[config.mk]
export PLATFORM = sky130hd
export DESIGN_NAME = tinker_mem_arbiter_flat
export DESIGN_NICKNAME = d
export VERILOG_FILES = /design/src/rtl/tinker_pkg.sv /design/src/rtl/tinker_mem_arbiter_if.sv /design/src/rtl/tinker_arb_pick.sv /design/src/rtl/tinker_mem_arbiter.sv /design/src/flat_wrapper.sv
export SDC_FILE = /design/constraint.sdc
export NUM_CORES = 1
export LEC_CHECK = 0
export CAP_MARGIN = 20
export CORE_AREA = 3 3 152 154
export CTS_BUF_LIST = sky130_fd_sc_hd__clkbuf_8
export CTS_CLUSTER_DIAMETER = 150
export DETAILED_ROUTE_END_ITERATION = 6
export DIE_AREA = 0 0 155 157
export GPL_TIMING_DRIVEN = 0
export PLACE_DENSITY = 0.73
export SETUP_SLACK_MARGIN = 0.05
export SLEW_MARGIN = 30
export SYNTH_ARGS = -nofsm -noshare
export SYNTH_HDL_FRONTEND = slang
export SYNTH_HIERARCHICAL = 1
export SYNTH_SLANG_ARGS = --single-unit
[constraint.sdc]
create_clock -name clk -period 3.9 [get_ports clk]
set_clock_uncertainty 0.15 [all_clocks]
set_input_delay 0.39 -clock clk [delete_from_list [all_inputs] [get_ports clk]]
set_output_delay 0.39 -clock clk [all_outputs]
set_load 0.01 [all_outputs]
[src/rtl/tinker_pkg.sv]
// Shared types and default widths for the Tinker memory arbiter slice.
package tinker_pkg;

    localparam int ADDR_W_DEF = 32;
    localparam int DATA_W_DEF = 64;

    // Arbiter sequencing states.
    typedef enum logic [1:0] {
        IDLE  = 2'd0,
        ISSUE = 2'd1,
        WAIT  = 2'd2,
        RESP  = 2'd3
    } arb_state_t;

    // Requester that owns the transaction in flight.
    typedef enum logic {
        OWN_IF = 1'b0,
        OWN_D  = 1'b1
    } owner_t;

endpackage

[src/rtl/tinker_mem_arbiter_if.sv]
// Request/response and memory-port bundle between the core requesters,
// the arbiter and the memory array.
interface tinker_mem_arbiter_if
    import tinker_pkg::*;
#(
    parameter int ADDR_W = ADDR_W_DEF,
    parameter int DATA_W = DATA_W_DEF
);
    logic              if_req_valid;
    logic              if_req_ready;
    logic [ADDR_W-1:0] if_req_addr;
    logic              if_rsp_valid;
    logic [31:0]       if_rsp_data;
    logic              d_req_valid;
    logic              d_req_ready;
    logic              d_req_we;
    logic [ADDR_W-1:0] d_req_addr;
    logic [DATA_W-1:0] d_req_wdata;
    logic              d_rsp_valid;
    logic [DATA_W-1:0] d_rsp_data;
    logic              m_en;
    logic              m_we;
    logic [ADDR_W-1:0] m_addr;
    logic [DATA_W-1:0] m_wdata;
    logic [DATA_W-1:0] m_rdata;
    logic              busy;

    // Arbiter side.
    modport slave (
        input  if_req_valid, if_req_addr,
        input  d_req_valid, d_req_we, d_req_addr, d_req_wdata,
        input  m_rdata,
        output if_req_ready, if_rsp_valid, if_rsp_data,
        output d_req_ready, d_rsp_valid, d_rsp_data,
        output m_en, m_we, m_addr, m_wdata, busy
    );

    // Requesters and memory side.
    modport master (
        output if_req_valid, if_req_addr,
        output d_req_valid, d_req_we, d_req_addr, d_req_wdata,
        output m_rdata,
        input  if_req_ready, if_rsp_valid, if_rsp_data,
        input  d_req_ready, d_rsp_valid, d_rsp_data,
        input  m_en, m_we, m_addr, m_wdata, busy
    );

endinterface

[src/rtl/tinker_arb_pick.sv]
// Combinational winner selection between fetch and data requesters.
module tinker_arb_pick (
    input  logic if_valid,
    input  logic d_valid,
    input  logic starve_hit,
    output logic grant_if,
    output logic grant_d
);

    // Data has priority unless fetch has already lost the limit of rounds in a row.
    always_comb begin
        grant_if = 1'b0;
        grant_d  = 1'b0;
        if (if_valid && (!d_valid || starve_hit)) begin
            grant_if = 1'b1;
        end else if (d_valid) begin
            grant_d = 1'b1;
        end else begin
            grant_if = 1'b0;
            grant_d  = 1'b0;
        end
    end

endmodule

[src/rtl/tinker_mem_arbiter.sv]
// Shares one fixed-latency single-ported memory between instruction fetch
// and data load/store. One transaction at a time: accept, issue, wait for
// read data, then a one-cycle response pulse to the owner.
module tinker_mem_arbiter
    import tinker_pkg::*;
#(
    parameter int ADDR_W     = ADDR_W_DEF,
    parameter int DATA_W     = DATA_W_DEF,
    parameter int MEM_LAT    = 2,
    parameter int STARVE_MAX = 4
) (
    input  logic                 clk,
    input  logic                 reset,
    tinker_mem_arbiter_if.slave  bus
);

    localparam int                CNT_W      = $clog2(STARVE_MAX + 1);
    localparam int                WAIT_W     = (MEM_LAT > 1) ? $clog2(MEM_LAT) : 1;
    localparam logic [CNT_W-1:0]  STARVE_LIM = CNT_W'(STARVE_MAX);
    localparam logic [WAIT_W-1:0] WAIT_INIT  = WAIT_W'(MEM_LAT - 1);

    arb_state_t        state_r;
    owner_t            owner_r;
    logic [CNT_W-1:0]  starve_cnt_r;
    logic [WAIT_W-1:0] wait_cnt_r;
    logic              m_en_r;
    logic              m_we_r;
    logic [ADDR_W-1:0] m_addr_r;
    logic [DATA_W-1:0] m_wdata_r;
    logic [DATA_W-1:0] rsp_data_r;
    logic              if_rsp_valid_r;
    logic              d_rsp_valid_r;

    logic idle_s;
    logic starve_hit_s;
    logic grant_if_s;
    logic grant_d_s;
    logic read_done_s;

    // Ready is only offered from IDLE and never while reset is held.
    assign idle_s       = (state_r == IDLE) && !reset;
    assign starve_hit_s = (starve_cnt_r == STARVE_LIM);
    assign read_done_s  = (state_r == WAIT) && (wait_cnt_r == '0);

    tinker_arb_pick u_pick (
        .if_valid   (bus.if_req_valid & idle_s),
        .d_valid    (bus.d_req_valid & idle_s),
        .starve_hit (starve_hit_s),
        .grant_if   (grant_if_s),
        .grant_d    (grant_d_s)
    );

    // State sequencing, owner capture and read-latency countdown.
    always_ff @(posedge clk) begin
        if (reset) begin
            state_r    <= IDLE;
            owner_r    <= OWN_IF;
            wait_cnt_r <= '0;
        end else begin
            case (state_r)
                IDLE: begin
                    if (grant_d_s) begin
                        owner_r <= OWN_D;
                        state_r <= ISSUE;
                    end else if (grant_if_s) begin
                        owner_r <= OWN_IF;
                        state_r <= ISSUE;
                    end else begin
                        state_r <= IDLE;
                    end
                end
                ISSUE: begin
                    if (m_we_r) begin
                        state_r <= RESP;
                    end else begin
                        wait_cnt_r <= WAIT_INIT;
                        state_r    <= WAIT;
                    end
                end
                WAIT: begin
                    if (wait_cnt_r == '0) begin
                        state_r <= RESP;
                    end else begin
                        wait_cnt_r <= wait_cnt_r - WAIT_W'(1);
                    end
                end
                RESP:    state_r <= IDLE;
                default: state_r <= IDLE;
            endcase
        end
    end

    // Count consecutive fetch losses; any fetch grant or idle fetch clears it.
    always_ff @(posedge clk) begin
        if (reset) begin
            starve_cnt_r <= '0;
        end else if (idle_s) begin
            if (!bus.if_req_valid || grant_if_s) begin
                starve_cnt_r <= '0;
            end else if (grant_d_s && (starve_cnt_r != STARVE_LIM)) begin
                starve_cnt_r <= starve_cnt_r + CNT_W'(1);
            end
        end
    end

    // Memory port: strobe for the single ISSUE cycle, address/data held after.
    always_ff @(posedge clk) begin
        if (reset) begin
            m_en_r    <= 1'b0;
            m_we_r    <= 1'b0;
            m_addr_r  <= '0;
            m_wdata_r <= '0;
        end else begin
            m_en_r <= 1'b0;
            m_we_r <= 1'b0;
            if (grant_d_s) begin
                m_en_r    <= 1'b1;
                m_we_r    <= bus.d_req_we;
                m_addr_r  <= bus.d_req_addr;
                m_wdata_r <= bus.d_req_wdata;
            end else if (grant_if_s) begin
                m_en_r   <= 1'b1;
                m_addr_r <= bus.if_req_addr;
            end
        end
    end

    // Response data and one-cycle valid pulse, raised on entry to RESP.
    always_ff @(posedge clk) begin
        if (reset) begin
            rsp_data_r     <= '0;
            if_rsp_valid_r <= 1'b0;
            d_rsp_valid_r  <= 1'b0;
        end else begin
            if_rsp_valid_r <= 1'b0;
            d_rsp_valid_r  <= 1'b0;
            if ((state_r == ISSUE) && m_we_r) begin
                rsp_data_r    <= '0;
                d_rsp_valid_r <= 1'b1;
            end else if (read_done_s) begin
                rsp_data_r     <= bus.m_rdata;
                if_rsp_valid_r <= (owner_r == OWN_IF);
                d_rsp_valid_r  <= (owner_r == OWN_D);
            end
        end
    end

    assign bus.if_req_ready = grant_if_s;
    assign bus.d_req_ready  = grant_d_s;
    assign bus.if_rsp_valid = if_rsp_valid_r;
    assign bus.if_rsp_data  = rsp_data_r[31:0];
    assign bus.d_rsp_valid  = d_rsp_valid_r;
    assign bus.d_rsp_data   = rsp_data_r;
    assign bus.m_en         = m_en_r;
    assign bus.m_we         = m_we_r;
    assign bus.m_addr       = m_addr_r;
    assign bus.m_wdata      = m_wdata_r;
    assign bus.busy         = (state_r != IDLE);

endmodule

[src/flat_wrapper.sv]
// flat-port wrapper written by rule: the top's interface ports become plain ports
module tinker_mem_arbiter_flat import tinker_pkg::*;
#(
    parameter int ADDR_W     = ADDR_W_DEF,
    parameter int DATA_W     = DATA_W_DEF,
    parameter int MEM_LAT    = 2,
    parameter int STARVE_MAX = 4
)
  (clk, reset, bus_if_req_valid, bus_if_req_addr, bus_d_req_valid, bus_d_req_we, bus_d_req_addr, bus_d_req_wdata, bus_m_rdata, bus_if_req_ready, bus_if_rsp_valid, bus_if_rsp_data, bus_d_req_ready, bus_d_rsp_valid, bus_d_rsp_data, bus_m_en, bus_m_we, bus_m_addr, bus_m_wdata, bus_busy);
  tinker_mem_arbiter_if #(.ADDR_W(ADDR_W), .DATA_W(DATA_W)) bus_i ();
  input  logic clk;
  input  logic reset;
  input wire logic [$bits(bus_i.if_req_valid)-1:0] bus_if_req_valid;
  input wire logic [$bits(bus_i.if_req_addr)-1:0] bus_if_req_addr;
  input wire logic [$bits(bus_i.d_req_valid)-1:0] bus_d_req_valid;
  input wire logic [$bits(bus_i.d_req_we)-1:0] bus_d_req_we;
  input wire logic [$bits(bus_i.d_req_addr)-1:0] bus_d_req_addr;
  input wire logic [$bits(bus_i.d_req_wdata)-1:0] bus_d_req_wdata;
  input wire logic [$bits(bus_i.m_rdata)-1:0] bus_m_rdata;
  output wire logic [$bits(bus_i.if_req_ready)-1:0] bus_if_req_ready;
  output wire logic [$bits(bus_i.if_rsp_valid)-1:0] bus_if_rsp_valid;
  output wire logic [$bits(bus_i.if_rsp_data)-1:0] bus_if_rsp_data;
  output wire logic [$bits(bus_i.d_req_ready)-1:0] bus_d_req_ready;
  output wire logic [$bits(bus_i.d_rsp_valid)-1:0] bus_d_rsp_valid;
  output wire logic [$bits(bus_i.d_rsp_data)-1:0] bus_d_rsp_data;
  output wire logic [$bits(bus_i.m_en)-1:0] bus_m_en;
  output wire logic [$bits(bus_i.m_we)-1:0] bus_m_we;
  output wire logic [$bits(bus_i.m_addr)-1:0] bus_m_addr;
  output wire logic [$bits(bus_i.m_wdata)-1:0] bus_m_wdata;
  output wire logic [$bits(bus_i.busy)-1:0] bus_busy;
  assign bus_i.if_req_valid = bus_if_req_valid;
  assign bus_i.if_req_addr = bus_if_req_addr;
  assign bus_i.d_req_valid = bus_d_req_valid;
  assign bus_i.d_req_we = bus_d_req_we;
  assign bus_i.d_req_addr = bus_d_req_addr;
  assign bus_i.d_req_wdata = bus_d_req_wdata;
  assign bus_i.m_rdata = bus_m_rdata;
  assign bus_if_req_ready = bus_i.if_req_ready;
  assign bus_if_rsp_valid = bus_i.if_rsp_valid;
  assign bus_if_rsp_data = bus_i.if_rsp_data;
  assign bus_d_req_ready = bus_i.d_req_ready;
  assign bus_d_rsp_valid = bus_i.d_rsp_valid;
  assign bus_d_rsp_data = bus_i.d_rsp_data;
  assign bus_m_en = bus_i.m_en;
  assign bus_m_we = bus_i.m_we;
  assign bus_m_addr = bus_i.m_addr;
  assign bus_m_wdata = bus_i.m_wdata;
  assign bus_busy = bus_i.busy;
  tinker_mem_arbiter #(.ADDR_W(ADDR_W), .DATA_W(DATA_W), .MEM_LAT(MEM_LAT), .STARVE_MAX(STARVE_MAX)) u_core (.clk(clk), .reset(reset), .bus(bus_i));
endmodule
==> results of run 1 <==
-- synth_stat cells (2+ instances only) --
library cell / instances
dfxtp_1: 171
nand2_1: 136
nor2_1: 101
mux2i_1: 96
a21oi_1: 69
buf_4: 36
mux2_2: 32
buf_2: 20
clkbuf_1: 12
buf_6: 10
inv_1: 7
ha_1: 6
nand2b_1: 4
nand3_1: 3
buf_1: 2
nor3_1: 2
nor3b_1: 2
o22ai_1: 2
-- layer usage --
metal | wire, um | up-vias | track usage
met5 | 0 | - | 0
met4 | 340 | 0 | 0.04668
met3 | 2130 | 20 | 0.06846
met2 | 11640 | 256 | 0.3255
met1 | 8534 | 2884 | 0.1993
li1 | - | 3178 | -
-- registers in the layout, indices dropped and copies added, names as in the netlist, 2 cells and up --
signal and flops:
u_core/starve_cnt_r 3, u_core/bus.m_wdata 64, u_core/bus.m_addr 32, u_core/state_r 2
u_core/bus.d_rsp_data 64
-- worst reg2reg max path, cell delays in order (launching register included) --
cell	delay, ns
dfxtp_1	0.33
inv_1	0.11
ha_1	0.23
inv_1	0.11
nor3b_1	0.24
a21boi_0	0.33
buf_2	0.30
buf_6	0.21
buf_4	0.24
mux2i_1	0.21
nor2_1	0.05
-- worst paths after layout --
kind | endpoint | slack, ns
max | bus_d_req_ready | 0.83
min | u_core/bus.d_rsp_data[56] | 0.31
max reg2reg | u_core/bus.m_wdata[31] | 1.26
min reg2reg | u_core/bus.d_rsp_data[56] | 0.31
-- report_power, final --
group	internal, mW	switching, mW
Clock	0.531	0.715
Combinational	1.37	1.06
Sequential	2.05	0.179
-- cells by family after synthesis --
| group | share of synthesized area |
|---|---|
| AND/OR/NAND/NOR | 0.1480 |
| flip-flops | 0.5036 |
| multiplexers | 0.1944 |
| buffers and inverters | 0.08264 |
| AO/OA/AOI/OAI | 0.06037 |
| adder cells (fa/ha/maj) | 0.01104 |
-- stage by stage --
stage | hold WS [ns] | instances | power, mW
global route | 0.2983 | 1430 | 6.285
global placement | 0.2914 | 1398 | 4.683
CTS | 0.2903 | 1430 | 6.002
finish | 0.3095 | 1430 | 5.901
floorplan | 0.2749 | 723 | 3.519
detailed placement | 0.2962 | 1398 | 4.722
-- cell type report --
| type | instances | area, um2 | area share |
|---|---|---|---|
| repair buffers | 395 | 3954 | 0.3439 |
| flip-flops and latches | 171 | 3423 | 0.2977 |
| multi-input cells | 465 | 2813 | 0.2446 |
| plain buffers | 80 | 535.5 | 0.04658 |
| well taps | 280 | 350.3 | 0.03047 |
| clock buffers | 17 | 234.0 | 0.02035 |
| clock inverters | 15 | 161.4 | 0.01404 |
| inverters | 7 | 26.28 | 0.002285 |
==> impl_metrics.ini, run 1 <==
[power_and_ir_drop]
largest_voltage_drop_on_the_vdd_net_uv = 242.7
power-per-cell-area_nw_per_um2 = 513.2
total_leakage_power_nw = 4.317

[die]
rows = 54
die-width_um = 155
fp.dieArea_um2 = 24340
initial_utilization = 0.3115
core_region_area_um2 = 21820
die-height_um = 157
ios = 396

[cells_and_area]
p_r_area_growth_vs_syn_pct = 69.13
drive_gt1_frac = 0.1139
most_common_cell_after_layout_fill_and_taps_aside = clkdlybuf4s50_1
layout.cells.most_common_list = 395 x clkdlybuf4s50_1, 171 x dfxtp_1, 136 x nand2_1, 101 x nor2_1, 96 x mux2i_1
antenna-diode-count = 0
num-nets-final = 1340
final_core_util = 0.5268
final_area_um2 = 11500
filler_cell_count = 2014

[setup_path]
worst_ep_arrival_time_ns = 2.53
critical_path.most_common_cell = clkdlybuf4s50_1
criticalPathCategory = in -> out
worstPathRequired_ns = 3.36
worstSetupPathDepth = 5
critical_path.top_delay_family = buffers and inverters
worst_r2r_path_depth = 10
worstPathBufferInverterCount = 3
chain_of_cells_forming_the_critical_path = clkdlybuf4s50_1 -> clkbuf_1 -> nor3b_1 -> a21boi_0 -> clkdlybuf4s50_1
timing.critical_path.to_type = output port
startpoint_type = primary input
regToRegStartpoint = u_core/state_r[0]
cp_max_fo = 10
critical-path-slowest-cell = clkdlybuf4s50_1
timing.critical_path.slowest_cell_delay_ns = 0.66
critPathLaunch = reset

[sta]
final_min_period_over_clock_period = 0.7876
timing.max_slew.rel_slack = 0.5536
hold_violations = 0
period_minus_slack_ns = 3.072
layout_setup_ws_ns = 0.8285
setup-violations-final = 0
final_max_slew_viol_count = 0
unrepaired_setup_endpoints_after_global_routing = false
tightestPinTransition_ns = 0.6696
final.setup.tns_ns = 0
maxClockFrequency_mhz = 325.6

[status]
status = completed

[grt]
grt_first_pass_wirelength_um = 34910
grt_overflow_total = 0
maximum_number_of_pins_on_one_net_before_global_route_repair = 18
grt_use_total = 0.1801
vias_in_the_first_global_route = 6567
antenna_violations_before_repair = 0

[drt]
drt_first_pass_iters = 4
ant_nets = 0
postRouteWirelength_um = 22650
drt_first_iter_violations = 184
detail_route.wl_per_cell_um = 15.84
vias = 6338
detail_route.vias_per_cell = 4.432
drc = 0

[yosys]
synth_top_area_cell = dfxtp_1
syn-instance-count = 723
synth_top_cell_area_share = 0.5036
syn_area_per_cell_um2 = 9.402
ys_top_cells_by_area = dfxtp_1 50%, mux2i_1 14%, nand2_1 7.5%
synthesized_nets = 926
synth_warnings = 6
ys_seq_area_frac = 0.5036
synth-async-reset-ratio = 0
number_of_enable_flip_flop_cells_after_synthesis = 0
postSynth.topFlopCell = dfxtp_1
synth_seq_cells = 171
post_synthesis_cell_area_um2 = 6798
netlist-cell-type-count = 30

[min_path]
hold_path_startpoint = u_core/bus.d_rsp_data[56]
hold_depth = 2
holdCritPathClass = reg -> reg

[clock_tree]
cts.repair.resized = 0
htreeDepth = 4
cts_hold_buf = 0
numClockSinks = 171
tritoncts_clock_tree = built
insertion_delay_ns = 0.44
max-clock-path-buffers = 2
post-cts-setup-buffers = 0
path_clk_slew_ns = 0.09
clock-root-buffer = clkbuf_8
tritoncts.num_buffers = 17

[placed_design]
portBuffers = 395
dp_hpwl_um = 18020
place.gp.congestion = 0.8554
post_dp_cell_area_um2 = 11100
placement.setup.worst_slack_ns = 0.6686

[run]
cap_viol_max_count = 0
Power figures use the tool's default switching activity.
==> inputs of run 2 (changes only) <==
--- a/config.mk
+++ b/config.mk
@@ -6,13 +6,13 @@
 export NUM_CORES = 1
 export LEC_CHECK = 0
 export CAP_MARGIN = 20
-export CORE_AREA = 3 3 152 154
+export CORE_AREA = 3 3 153 155
 export CTS_BUF_LIST = sky130_fd_sc_hd__clkbuf_8
 export CTS_CLUSTER_DIAMETER = 150
 export DETAILED_ROUTE_END_ITERATION = 6
-export DIE_AREA = 0 0 155 157
+export DIE_AREA = 0 0 156 158
 export GPL_TIMING_DRIVEN = 0
-export PLACE_DENSITY = 0.73
+export PLACE_DENSITY = 0.72
 export SETUP_SLACK_MARGIN = 0.05
 export SLEW_MARGIN = 30
 export SYNTH_ARGS = -nofsm -noshare
==> constraint.sdc (replaced) <==
create_clock -name clk -period 3.2 [get_ports clk]
set_clock_uncertainty 0.15 [all_clocks]
set_input_delay 0.32 -clock clk [delete_from_list [all_inputs] [get_ports clk]]
set_output_delay 0.32 -clock clk [all_outputs]
set_load 0.01 [all_outputs]
==> run 2 against run 1 <==
Non-clock buffer count did not move. Largest power group unchanged. Via count increased by 0.43%. Die area grew 1.3%. Power rose by 23%. Critical path depth rose by 1. Final area about the same. Clock-buffer cell count stayed put.
==> impl_metrics.ini, run 2 (synthesis gave the netlist of run 1 again) <==
[sta]
hold_violations = 0
period_minus_slack_ns = 2.818
setup-violations-final = 0
tightestPinTransition_ns = 0.6908
maxClockFrequency_mhz = 354.9
final.setup.tns_ns = 0
final_min_period_over_clock_period = 0.8806
unrepaired_setup_endpoints_after_global_routing = false
final_max_slew_viol_count = 0
timing.max_slew.rel_slack = 0.5395
layout_setup_ws_ns = 0.3820

[clock_tree]
max-clock-path-buffers = 2
post-cts-setup-buffers = 0
cts.repair.resized = 0
insertion_delay_ns = 0.43
numClockSinks = 171
tritoncts_clock_tree = built
tritoncts.num_buffers = 17
clock-root-buffer = clkbuf_8
path_clk_slew_ns = 0.10
cts_hold_buf = 0
htreeDepth = 4

[cells_and_area]
multi_input_comb_area_um2 = 2813
p_r_area_growth_vs_syn_pct = 69.10
num-nets-final = 1340
most_common_cell_after_layout_fill_and_taps_aside = clkdlybuf4s50_1
drive_gt1_frac = 0.1139
antenna-diode-count = 0
sequential_cell_area_um2 = 3423
layout.cells.most_common_list = 395 x clkdlybuf4s50_1, 171 x dfxtp_1, 136 x nand2_1, 101 x nor2_1, 96 x mux2i_1
filler_cell_count = 2044

[power_and_ir_drop]
largest_voltage_drop_on_the_vdd_net_uv = 326.9
total_leakage_power_nw = 4.325
power-per-cell-area_nw_per_um2 = 629.9

[drt]
drt_first_pass_iters = 4
detail_route.wl_per_cell_um = 15.95
ant_nets = 0
drt_first_iter_violations = 202
detail_route.vias_per_cell = 4.451
postRouteWirelength_um = 22820
drc = 0
vias = 6365

[placed_design]
place.gp.congestion = 0.7913
placement.setup.worst_slack_ns = 0.1882
dp_hpwl_um = 18150
portBuffers = 395

[run]
cap_viol_max_count = 0

[setup_path]
critical_path.most_common_cell = inv_1
critPathLaunch = u_core/state_r[0]
timing.critical_path.to_type = output port
worstPathBufferInverterCount = 3
worstSetupPathDepth = 6
worst_r2r_path_depth = 9
critical-path-slowest-cell = clkdlybuf4s50_1
r2r_slack_ns = 0.62
r2r-end = u_core/bus.m_wdata[0]
critical_path.top_delay_family = buffers and inverters
startpoint_type = register
chain_of_cells_forming_the_critical_path = inv_1 -> ha_1 -> inv_1 -> nor3b_1 -> a21boi_1 -> clkdlybuf4s50_1
cp_max_fo = 5
worst_ep_arrival_time_ns = 2.35
cp-endpoint = bus_if_req_ready
timing.critical_path.slowest_cell_delay_ns = 0.61
worstPathRequired_ns = 2.73
regToRegStartpoint = u_core/state_r[0]
criticalPathCategory = reg -> out

[die]
initial_utilization = 0.3096
fp.dieArea_um2 = 24650
die-height_um = 158
rows = 54
ios = 396
core_region_area_um2 = 21960
die-width_um = 156

[grt]
grt_overflow_total = 0
antenna_violations_before_repair = 0
grt_first_pass_wirelength_um = 34310
maximum_number_of_pins_on_one_net_before_global_route_repair = 18
grt_use_total = 0.1767
vias_in_the_first_global_route = 6398

[min_path]
holdCritPathClass = in -> reg

[status]
status = completed
-- run 2: cell types whose count changed in the layout (fill, tap and decap cells not counted), sizes merged --
cell,before,now
clkinv,3,2
inv,15,18
clkinvlp,3,1
-- run 2: worst min-delay path by stage --
stage | cells after the start | to | startpoint
2_1_floorplan | 1 | u_core/bus.if_rsp_valid | u_core/owner_r
3_3_place_gp | 2 | u_core/bus.d_rsp_data[48] | u_core/bus.d_rsp_data[48]
3_5_place_dp | 2 | u_core/bus.d_rsp_data[48] | u_core/bus.d_rsp_data[48]
4_1_cts | 3 | u_core/bus.d_rsp_data[48] | bus_m_rdata[48]
5_1_grt | 3 | u_core/bus.d_rsp_data[40] | bus_m_rdata[40]
6_report | 3 | u_core/bus.d_rsp_data[48] | bus_m_rdata[48]
-- run 2: worst min-delay path: stages --
cell and delay (ns):
clkdlybuf4s50_1 0.39, nand2_1 0.05, a21oi_1 0.05
-- run 2: where the power goes --
| group | total, mW | internal (mW) | switching [mW] | leakage (nW) |
|---|---|---|---|---|
| registers | 2.71 | 2.50 | 0.218 | 1.39 |
| clock network | 1.55 | 0.652 | 0.900 | 0.205 |
| logic | 2.97 | 1.67 | 1.31 | 2.73 |
-- run 2: cell type report --
class / count / share of cell area
buffer: 80 / 0.04659
sequential: 171 / 0.2978
tap: 280 / 0.03048
clock inverter: 15 / 0.01382
timing repair buffer: 395 / 0.3440
inverter: 7 / 0.002286
multi-input combinational: 465 / 0.2447
clock buffer: 17 / 0.02035
-- run 2: per-layer routing --
layer / global-route usage / part of all wire / wire length (um) / up-vias
li1: - / - / - / 3170
met4: 0.04878 / 0.015 / 332 / 0
met3: 0.06670 / 0.089 / 2037 / 23
met5: 0 / 0 / 0 / -
met1: 0.1924 / 0.39 / 8849 / 2900
met2: 0.3214 / 0.51 / 11600 / 272
-- run 2: stage by stage --
stage	utilization	power, mW	hold slack (ns)	instances	cell area (um2)
2_1_floorplan	-	4.289	0.2749	723	6798
3_3_place_gp	0.5056	5.712	0.2902	1398	11100
3_5_place_dp	0.5056	5.765	0.2956	1398	11100
4_1_cts	0.5235	7.333	0.2164	1430	11490
5_1_grt	0.5235	7.681	0.2179	1430	11490
6_report	0.5235	7.241	0.2565	1430	11490
==> inputs of run 3 (changes only) <==
--- a/config.mk
+++ b/config.mk
@@ -5,7 +5,6 @@
 export SDC_FILE = /design/constraint.sdc
 export NUM_CORES = 1
 export LEC_CHECK = 0
-export CAP_MARGIN = 20
 export CORE_AREA = 3 3 153 155
 export CTS_BUF_LIST = sky130_fd_sc_hd__clkbuf_8
 export CTS_CLUSTER_DIAMETER = 150
@@ -19,3 +18,4 @@
 export SYNTH_HDL_FRONTEND = slang
 export SYNTH_HIERARCHICAL = 1
 export SYNTH_SLANG_ARGS = --single-unit
+export TNS_END_PERCENT = 100
==> results of run 3 <==
No change in the layout: final DEF, timing and power equal those of run 2.
